## src/rtl/music_sequencer_pkg.sv

```systemverilog
// Shared state type, widths and note codes for the alarm music sequencer and its ROM.
package music_pkg;

    localparam int ADDR_W = 8;
    localparam int NOTE_W = 8;

    localparam logic [NOTE_W-1:0] NOTE_REST = 8'd0;
    localparam logic [NOTE_W-1:0] NOTE_A3   = 8'd18;
    localparam logic [NOTE_W-1:0] NOTE_C4   = 8'd21;
    localparam logic [NOTE_W-1:0] NOTE_D4   = 8'd23;
    localparam logic [NOTE_W-1:0] NOTE_E4   = 8'd25;
    localparam logic [NOTE_W-1:0] NOTE_F4   = 8'd26;
    localparam logic [NOTE_W-1:0] NOTE_G4   = 8'd28;
    localparam logic [NOTE_W-1:0] NOTE_A4   = 8'd30;

    typedef enum logic [2:0] {
        ST_IDLE,
        ST_FETCH,
        ST_LOAD,
        ST_PLAY,
        ST_GAP,
        ST_PAUSE,
        ST_SNOOZE
    } music_seq_state_t;

    // Long silences are note count * slot length; clamp instead of wrapping if that overflows 32 bits.
    function automatic logic [31:0] timer_product(input longint unsigned a, input longint unsigned b);
        longint unsigned p;
        p = a * b;
        return (p > 64'h0000_0000_FFFF_FFFF) ? 32'hFFFF_FFFF : p[31:0];
    endfunction

endpackage

```

## src/rtl/music_sequencer_seq_timer.sv

```systemverilog
// Loadable down-counter; expire is high on the last cycle of a loaded interval (count == 1).
module seq_timer #(
    parameter int W = 32
) (
    input  logic         clk,
    input  logic         rst,
    input  logic         load,
    input  logic [W-1:0] value,
    output logic         expire
);

    logic [W-1:0] cnt;

    always_ff @(posedge clk or posedge rst) begin
        if (rst) begin
            cnt <= '0;
        end else if (load) begin
            cnt <= value;
        end else if (cnt != '0) begin
            cnt <= cnt - W'(1);
        end
    end

    assign expire = (cnt == W'(1));

endmodule

```

## src/rtl/music_sequencer.sv

```systemverilog
// Alarm music sequencer: steps the note ROM at a fixed tempo with gaps, end pause and snooze.
// Optional build macro MUSIC_SEQ_REPEAT_LIMIT_EN stops the alarm after MAX_REPEATS plays.
module music_sequencer
    import music_pkg::*;
#(
    parameter int NOTE_CYCLES     = 16777216,
    parameter int GAP_CYCLES      = 1048576,
    parameter int END_PAUSE_NOTES = 8,
    parameter int SNOOZE_NOTES    = 1792,
    parameter int MAX_REPEATS     = 4
) (
    input  logic              clk,
    input  logic              rst,
    input  logic              start,
    input  logic              stop,
    input  logic              snooze,
    input  logic [NOTE_W-1:0] rom_note,
    output logic [ADDR_W-1:0] rom_addr,
    output logic [NOTE_W-1:0] note_out,
    output logic              note_en,
    output logic              playing,
    output logic              snoozing,
    output logic              song_done
);

    // FETCH and LOAD take one cycle each, so PLAY gets the rest of the slot not used by GAP.
    localparam logic [31:0] PLAY_LOAD   = 32'(NOTE_CYCLES - GAP_CYCLES - 2);
    localparam logic [31:0] GAP_LOAD    = 32'(GAP_CYCLES);
    localparam logic [31:0] PAUSE_LOAD  = timer_product(64'(END_PAUSE_NOTES), 64'(NOTE_CYCLES));
    localparam logic [31:0] SNOOZE_LOAD = timer_product(64'(SNOOZE_NOTES), 64'(NOTE_CYCLES));

    music_seq_state_t state, nxt;
    logic        tmr_load;
    logic [31:0] tmr_value;
    logic        tmr_expire;
    logic        limit_hit;
    logic        idle_or_snz;

    assign idle_or_snz = (state == ST_IDLE) || (state == ST_SNOOZE);

    seq_timer #(.W(32)) u_timer (
        .clk    (clk),
        .rst    (rst),
        .load   (tmr_load),
        .value  (tmr_value),
        .expire (tmr_expire)
    );

    always_ff @(posedge clk or posedge rst) begin
        if (rst) state <= ST_IDLE;
        else     state <= nxt;
    end

    always_comb begin
        nxt       = state;
        tmr_load  = 1'b0;
        tmr_value = '0;
        if (stop) begin
            nxt      = ST_IDLE;
            tmr_load = 1'b1;
        end else if (snooze && !idle_or_snz) begin
            nxt       = ST_SNOOZE;
            tmr_load  = 1'b1;
            tmr_value = SNOOZE_LOAD;
        end else if (start && idle_or_snz) begin
            nxt      = ST_FETCH;
            tmr_load = 1'b1;
        end else begin
            case (state)
                ST_FETCH: nxt = ST_LOAD;
                ST_LOAD: begin
                    tmr_load = 1'b1;
                    if (rom_note != NOTE_REST) begin
                        nxt       = ST_PLAY;
                        tmr_value = PLAY_LOAD;
                    end else begin
                        nxt       = ST_PAUSE;
                        tmr_value = PAUSE_LOAD;
                    end
                end
                ST_PLAY: begin
                    if (tmr_expire) begin
                        nxt       = ST_GAP;
                        tmr_load  = 1'b1;
                        tmr_value = GAP_LOAD;
                    end
                end
                ST_GAP:    if (tmr_expire) nxt = ST_FETCH;
                ST_PAUSE:  if (tmr_expire) nxt = limit_hit ? ST_IDLE : ST_FETCH;
                ST_SNOOZE: if (tmr_expire) nxt = ST_FETCH;
                default:   nxt = ST_IDLE;
            endcase
        end
    end

    always_comb begin
        note_en   = (state == ST_PLAY);
        playing   = (state != ST_IDLE);
        snoozing  = (state == ST_SNOOZE);
        song_done = (state == ST_LOAD) && (rom_note == NOTE_REST) && (nxt == ST_PAUSE);
    end

    // Only GAP advances the address; every other way into FETCH restarts the song.
    always_ff @(posedge clk or posedge rst) begin
        if (rst) begin
            rom_addr <= '0;
            note_out <= '0;
        end else if (nxt == ST_IDLE) begin
            rom_addr <= '0;
            note_out <= '0;
        end else if (nxt == ST_FETCH && state == ST_GAP) begin
            rom_addr <= rom_addr + ADDR_W'(1);
        end else if (nxt == ST_FETCH) begin
            rom_addr <= '0;
        end else if (state == ST_LOAD && (nxt == ST_PLAY || nxt == ST_PAUSE)) begin
            note_out <= rom_note;
        end
    end

`ifdef MUSIC_SEQ_REPEAT_LIMIT_EN
    logic [3:0] rep_cnt;

    always_ff @(posedge clk or posedge rst) begin
        if (rst) begin
            rep_cnt <= '0;
        end else if ((nxt == ST_SNOOZE && state != ST_SNOOZE) || (nxt == ST_FETCH && idle_or_snz)) begin
            rep_cnt <= '0;
        end else if (song_done && rep_cnt != 4'hF) begin
            rep_cnt <= rep_cnt + 4'd1;
        end
    end

    assign limit_hit = (int'(rep_cnt) >= MAX_REPEATS);
`else
    logic [31:0] unused_max_repeats;
    assign unused_max_repeats = 32'(MAX_REPEATS);
    assign limit_hit          = 1'b0;
`endif

endmodule

```

## config.mk

```make
export PLATFORM = sky130hd
export DESIGN_NAME = music_sequencer
export DESIGN_NICKNAME = d
export VERILOG_FILES = /design/src/rtl/music_sequencer_pkg.sv /design/src/rtl/music_sequencer_seq_timer.sv /design/src/rtl/music_sequencer.sv
export SDC_FILE = /design/constraint.sdc
export NUM_CORES = 1
export LEC_CHECK = 0
export ABC_AREA = 1
export CAP_MARGIN = 20
export CORE_ASPECT_RATIO = 1.5
export CORE_UTILIZATION = 62
export DETAILED_ROUTE_END_ITERATION = 16
export GPL_TIMING_DRIVEN = 0
export PLACE_DENSITY = 0.91
export SETUP_SLACK_MARGIN = 0.1
export SYNTH_ARGS = -nofsm -noshare
export SYNTH_HDL_FRONTEND = slang
export SYNTH_HIERARCHICAL = 1
export SYNTH_SLANG_ARGS = --single-unit
```

## constraint.sdc

```tcl
create_clock -name clk -period 3.2 [get_ports clk]
set_input_delay 0.32 -clock clk [delete_from_list [all_inputs] [get_ports clk]]
set_output_delay 0.32 -clock clk [all_outputs]
set_load 0.005 [all_outputs]
```

# Yosys cells after proc, flatten, opt, wreduce, memory -nomap -nowiden
# Cells that the tools add are included.
[totals]
regBits = 51
input_bits = 13
output_inout_bits = 20
word_cells = 65
[classes]
addsub = 2
eq_ne = 12
n_mux = 27
n_reduce_logical = 20
[ops]
columns = ["op", "n"]
rows = [
  ["$mux W32", 4],
  ["$mux W28", 2],
  ["$mux W8", 7],
  ["$pmux W28 S2", 1],
  ["$eq A32 B1 Y1 const B", 1],
  ["$reduce_bool A32 Y1", 1],
  ["$sub A32 B1 Y32 const B", 1],
  ["$mux W21", 1],
  ["$mux W3", 6],
  ["$eq A3 B3 Y1 const B", 4],
  ["$pmux W3 S4", 1],
  ["$eq A3 B2 Y1 const B", 3],
  ["$add A8 B1 Y8 const B", 1],
  ["$logic_not A8 Y1", 1],
  ["$reduce_bool A8 Y1", 1],
  ["$eq A3 B1 Y1 const B", 2],
  ["$logic_and A1 B1 Y1", 6],
  ["$logic_not A3 Y1", 2],
  ["$reduce_bool A3 Y1", 2],
  ["$mux W1", 4],
  ["$ne A2 B2 Y1 const B", 2],
  ["$reduce_bool A2 Y1", 2],
  ["$reduce_and A3 Y1", 1],
  ["$reduce_or A3 Y1", 1],
  ["other kinds (3)", 4],
]

# Longest topological paths before layout
[logic_depth]
word_depth = 13
mapped_depth = 17
mapped_depth_nobuf = 17

# Cells and area by module
# Netlist, hierarchy kept.
[modules_own_cells]
columns = ["mod", "n_inst", "cells_each", "area_each_um2", "seq_area_each_um2"]
rows = [
  ["seq_timer", 1, 367, 2249.7, 800.8],
  ["music_sequencer", 1, 149, 1149.9, 475.5],
]

# Worst setup path before layout
# Ideal clock, no wire load.
[synth_path]
path_kind = "register to output"
startpoint = "register u_timer.cnt[8]"
endpoint = "output port song_done"
arrival_ns = 1.826
t_required_ns = 2.880
setup_slack_ns = 1.054
stages_incl_launch_ff = 14
path_buffers = 0
path_cell_list = "dfrtp_1 > nor2_1 > nand2_1 > nor2_1 > nand4_1 > nor2_1 > nor2_1 > nand2_1 > nand2_1 > nor2_1 > nor2_1 > nor2_2 > nand2_2 > nor2_1"
[synth_via]
elab_chain_len = 8
elab_cells_between_ends = 9
[synth_lines]
columns = ["element", "line", "source"]
rows = [
  ["start: declaration", "music_sequencer_seq_timer.sv:12", "logic [W-1:0] cnt;"],
  ["start signal: assignment", "music_sequencer_seq_timer.sv:18", "cnt <= value;"],
  ["start signal: assignment", "music_sequencer_seq_timer.sv:20", "cnt <= cnt - W'(1);"],
  ["$eq A32 B1 Y1 (*)", "music_sequencer_seq_timer.sv:24", "assign expire = (cnt == W'(1));"],
  ["via tmr_expire", "music_sequencer.sv:35", "logic tmr_expire;"],
  ["$mux W3 (on tied branches)", "n/a", ""],
  ["$pmux W3 S4 (*)", "music_sequencer.sv:69", "case (state)"],
  ["$mux W3 (*)", "music_sequencer.sv:65", "end else if (start && idle_or_snz) begin"],
  ["$mux W3 (*)", "music_sequencer.sv:61", "end else if (snooze && !idle_or_snz) begin"],
  ["$mux W3 (*)", "music_sequencer.sv:58", "if (stop) begin"],
  ["$eq A3 B3 Y1 (*)", "music_sequencer.sv:100", "song_done = (state == ST_LOAD) && (rom_note == NOTE_REST) && (nxt == ST_PAUSE);"],
  ["$logic_and A1 B1 Y1 (*)", "music_sequencer.sv:100", ""],
  ["end: declaration", "music_sequencer.sv:23", "output logic song_done"],
]
# The timed path passes the listed nets; every way through them passes the cells marked *.

# Worst setup path after layout
[layout_path]
startpoint = "register u_timer.cnt[10]"
endpoint = "output port song_done"
# Same word-level chain as after synthesis.

==> metrics.md <==
| Metric | Value |
|---|---|
| Largest driver fanout on the critical path | 4 |
| Power density of the placed cells | 929 nW/µm² |
| Buffer cell driving the clock tree root | clkbuf_8 |
| Chip Height | 92.7 µm |
| Fraction of power spent switching nets | 52.6% |
| Die width | 62.5 µm |
| Final setup violating endpoints | 0 |
| Final HPWL from detailed placement | 6.59 mm |
| Dominant register cell in the synthesized netlist | dfrtp_1 |
| Number of buffers on the longest clock path | 2 |
| Final Net Count | 585 |
| Run status | completed |
| Yosys top cell area share | 37.5% |
| Die area | 5790 µm² |
| Number of iterations in the first detailed-routing pass | 5 |
| Worst supply voltage drop on vdd | between 0.0004 and 0.0005 V |
| Number of global-route vias before repair | ~3,700 |
| Maximum number of pins on one net before global-route repair | 20 |
| Register share of total power | 26.8% |
| Synth Register Bits | 51 |
| Internal Pwr Total | around 1.8 mW |
| Wire length after detailed routing | about 9.4 mm |
| Post-layout instance count excluding filler cells | 638 |
| Clock skew after layout | about 0.0082 ns |
| Latest clock arrival within the worst-skew pair | about 0.31 ns |
| Cell Chain, Critical Path | nor2_2, nand2_2, nor2_4, nand4_1, nor2_4, buf_4, inv_1, nand2_1, nand3_1, o21ai_0, nand2_1, nand2_2, nor2_4, nand2_2, nor2_1, dlymetal6s2s_1 |
| Count of distinct cell types in the synthesized netlist | 28 |
| Slowest-stage cell, CP | dfrtp_1 |
| Ratio of cells with drive above 1 in the final layout | 13.9% |
| Clock input transition at the sequential cells of the worst setup and hold paths | around 0.10 ns |
| Initial antenna violation count | 0 |
| Area grow syn2layout | 21.1% |
| TritonCTS Buffers | 5 |
| List of most frequent post-synthesis cells | nand2_1, nor2_1, inv_1 |
| DRC Markers | 0 |
| CP required | ~2.9 ns |
| Most common cell in the synthesized netlist | nand2_1 |
| I/O pins | 33 |
| Filler Cells Inserted | 349 |
| Post-synthesis cell area | 3400 µm² |
| Std-Cell Core Area | approximately 5200 µm² |
| Leading area contributor after synthesis | dfrtp_1 |
| Weighted congestion at the end of routability-driven global placement | 0.939 |
| Max H-tree Level | 2 |
| Via density | 5.76 |
| DRC violation total after the first TritonRoute iteration | ~250 |
| Detail Route Antenna Nets | 0 |
| Global-route wire length before repair | approximately 16 mm |
| Final critical-path share of the clock period | 87.3% |
| Delay contributed by the slowest stage of the critical path | between 0.4 and 0.5 ns |
| Number of endpoints with negative hold slack in the final report | 0 |
| Starting utilization of the core area | 65.3% |
| Final cell area excluding filler cells | 4120 µm² |
| Crit Path Class | reg -> out |
| Net count after synthesis | 532 |
| Endpoint type of the worst setup path | output port |
| Combinational group share of total power | ~61% |
| CTS tree | yes |
| Count of input and output buffers | 32 |
| Antenna diode count | 0 |
| Sinks on Clock Net | 51 |
| Pins over their slew limit | 0 |
| Leakage Power | between 2 and 2.5 nW |
| Top delay family on crit path | simple AND/OR/NAND/NOR gates |
| Sequential cell area | 1280 µm² |
| Warning count from the yosys run | 6 |
| Synthesized area divided by synthesized cell count | approximately 6.6 µm² |
| Number of vias after detailed routing | 3,675 |
| Hold Crit Class | in -> async |
| Final worst path period need | around 2.8 ns |
| Critical Path Start Type | register |
| Part of the power in the clock network | 12.0% |
| Sum of negative setup slack | 0 ns |
| Number of core rows | 32 |
| Top area cells in the synthesized netlist | dfrtp_1, nand2_1, nor2_1 |
| Ys async rst share | 100% |
| Wire length per cell | 14.8 µm |
| Max-slew headroom | 50.4% |
| Tot GR Track Use | between 30 and 40% |
| Area of the multi-input gates | 1920 µm² |
| Peak Freq | around 360 MHz |
| Core utilization of the finished layout | 79.1% |
| Placed instance count | 618 |
| Number of buffers and inverters on the critical path | 3 |
| Post-synthesis instance total | 516 |
| Number of synthesized flops with an enable pin | 0 |
| Unrepaired setup endpoints after global routing | false |
| Max-cap violations | 0 |
| Data arrival time of the critical path | 2.47 ns |
| Grt ovf | 0 |
| Share of the yosys chip area belonging to registers | between 30% and 40% |
| Instance area after placement | a little under 4000 µm² |
| Worst-case hold slack | approximately 0.45 ns |
| Net Switching | 2.01 mW |
| Slew at the pin closest to its max-slew limit | roughly 0.74 ns |
[cells by family after synthesis]
family          count (synthesis)  share of synthesized area (%)
buf+inv                        66                           7.77
xor+xnor                       13                           3.35
compound gates                 37                           5.59
fa+ha+maj                       3                           1.10
flops                          51                           37.5
simple gates                  346                           44.6
[through the flow]
step | total power [mW] | setup slack, ns
floorplan | 2.54 | 1.05
global placement | 2.98 | 0.270
detailed placement | 3.07 | 0.148
CTS | 3.61 | 0.109
global route | 4.14 | 0.313
finish | 3.83 | 0.407
[power groups by stage]
stage / Combinational [mW] / Clock (mW) / Sequential (mW)
global placement: 1.98 / 0 / 0.997
floorplan: 1.58 / 0 / 0.955
detailed placement: 2.06 / 0 / 1.01
global route: 2.60 / 0.485 / 1.05
finish: 2.34 / 0.461 / 1.03
CTS: 2.14 / 0.465 / 0.999
[state kept, by name, indices dropped and copies added (netlist names)]
| name | cells |
|---|---|
| rom_addr | 8 |
| u_timer/cnt | 32 |
| state | 3 |
| note_out | 8 |
[placed cells by master (no fill, tap or decap), types with 2 or more instances in the layout]
master           instances
dfrtp_2                  3
inv_2                    7
nand3_2                  4
xnor2_1                  3
nand4_2                  2
o21ai_0                 20
buf_4                   14
nand2_1                188
nand3b_1                 4
clkbuf_8                 5
ha_1                     3
clkdlybuf4s50_1         31
nor2_2                  12
xor2_1                  10
buf_6                    2
nand2_4                  3
nand3_1                 37
dfrtp_1                 48
inv_1                   51
clkbuf_1                 4
nand2_2                 11
nor2_4                   9
nand4_1                 10
nor2_1                  64
a21oi_1                  2
o21ai_1                 13
[layout make-up]
type	count	area share (%)
well taps	68	2.07
flip-flops and latches	51	31.1
multi-input cells	399	46.7
inverters	58	5.29
clock buffers	5	1.67
clock inverters	3	1.06
repair buffers	46	11.0
plain buffers	8	1.12
[worst register-to-register path, stage by stage (launching register included)]
cell and delay (ns):
dfrtp_1 0.44, nor2_2 0.15, nand2_2 0.11, nor2_4 0.13
nand4_1 0.15, nor2_4 0.15, buf_4 0.12, inv_1 0.06
nand2_1 0.08, nand3_1 0.07, o21ai_0 0.10, nand2_1 0.10
nand2_2 0.13, buf_4 0.14, nand4_2 0.25, nand3_1 0.19
nand2_1 0.06
[per-layer routing]
metal / share of wire [%] / global-route usage [%]
met5: 0 / 0
met4: 6.0 / 23.8
met3: 5.6 / 4.68
met2: 53 / 64.9
met1: 35 / 34.6
[worst paths after layout]
check | cells past startpoint | to | startpoint | slack, ns
min in group clk | 2 | note_out[0] | note_out[0] | 0.51
setup reg to reg | 16 | note_out[7] | u_timer/cnt[10] | 0.65
hold / removal | 2 | u_timer/cnt[1] | rst | 0.45
max in group asynchronous | 3 | u_timer/cnt[16] | rst | 2.21
setup / recovery | 16 | song_done | u_timer/cnt[10] | 0.41
hold reg to reg | 2 | note_out[0] | note_out[0] | 0.51
[repair_timing]
action / 4_1_cts / 5_1_grt
pin swaps: 4 / 12
hold endpoints to repair: 0 / 0
hold buffers: 0 / 0
setup endpoints to repair: 1 / 1
resized for setup: 10 / 16
buffers inserted: 5 / 7
Note: power is estimated with default switching activity, not from simulation.
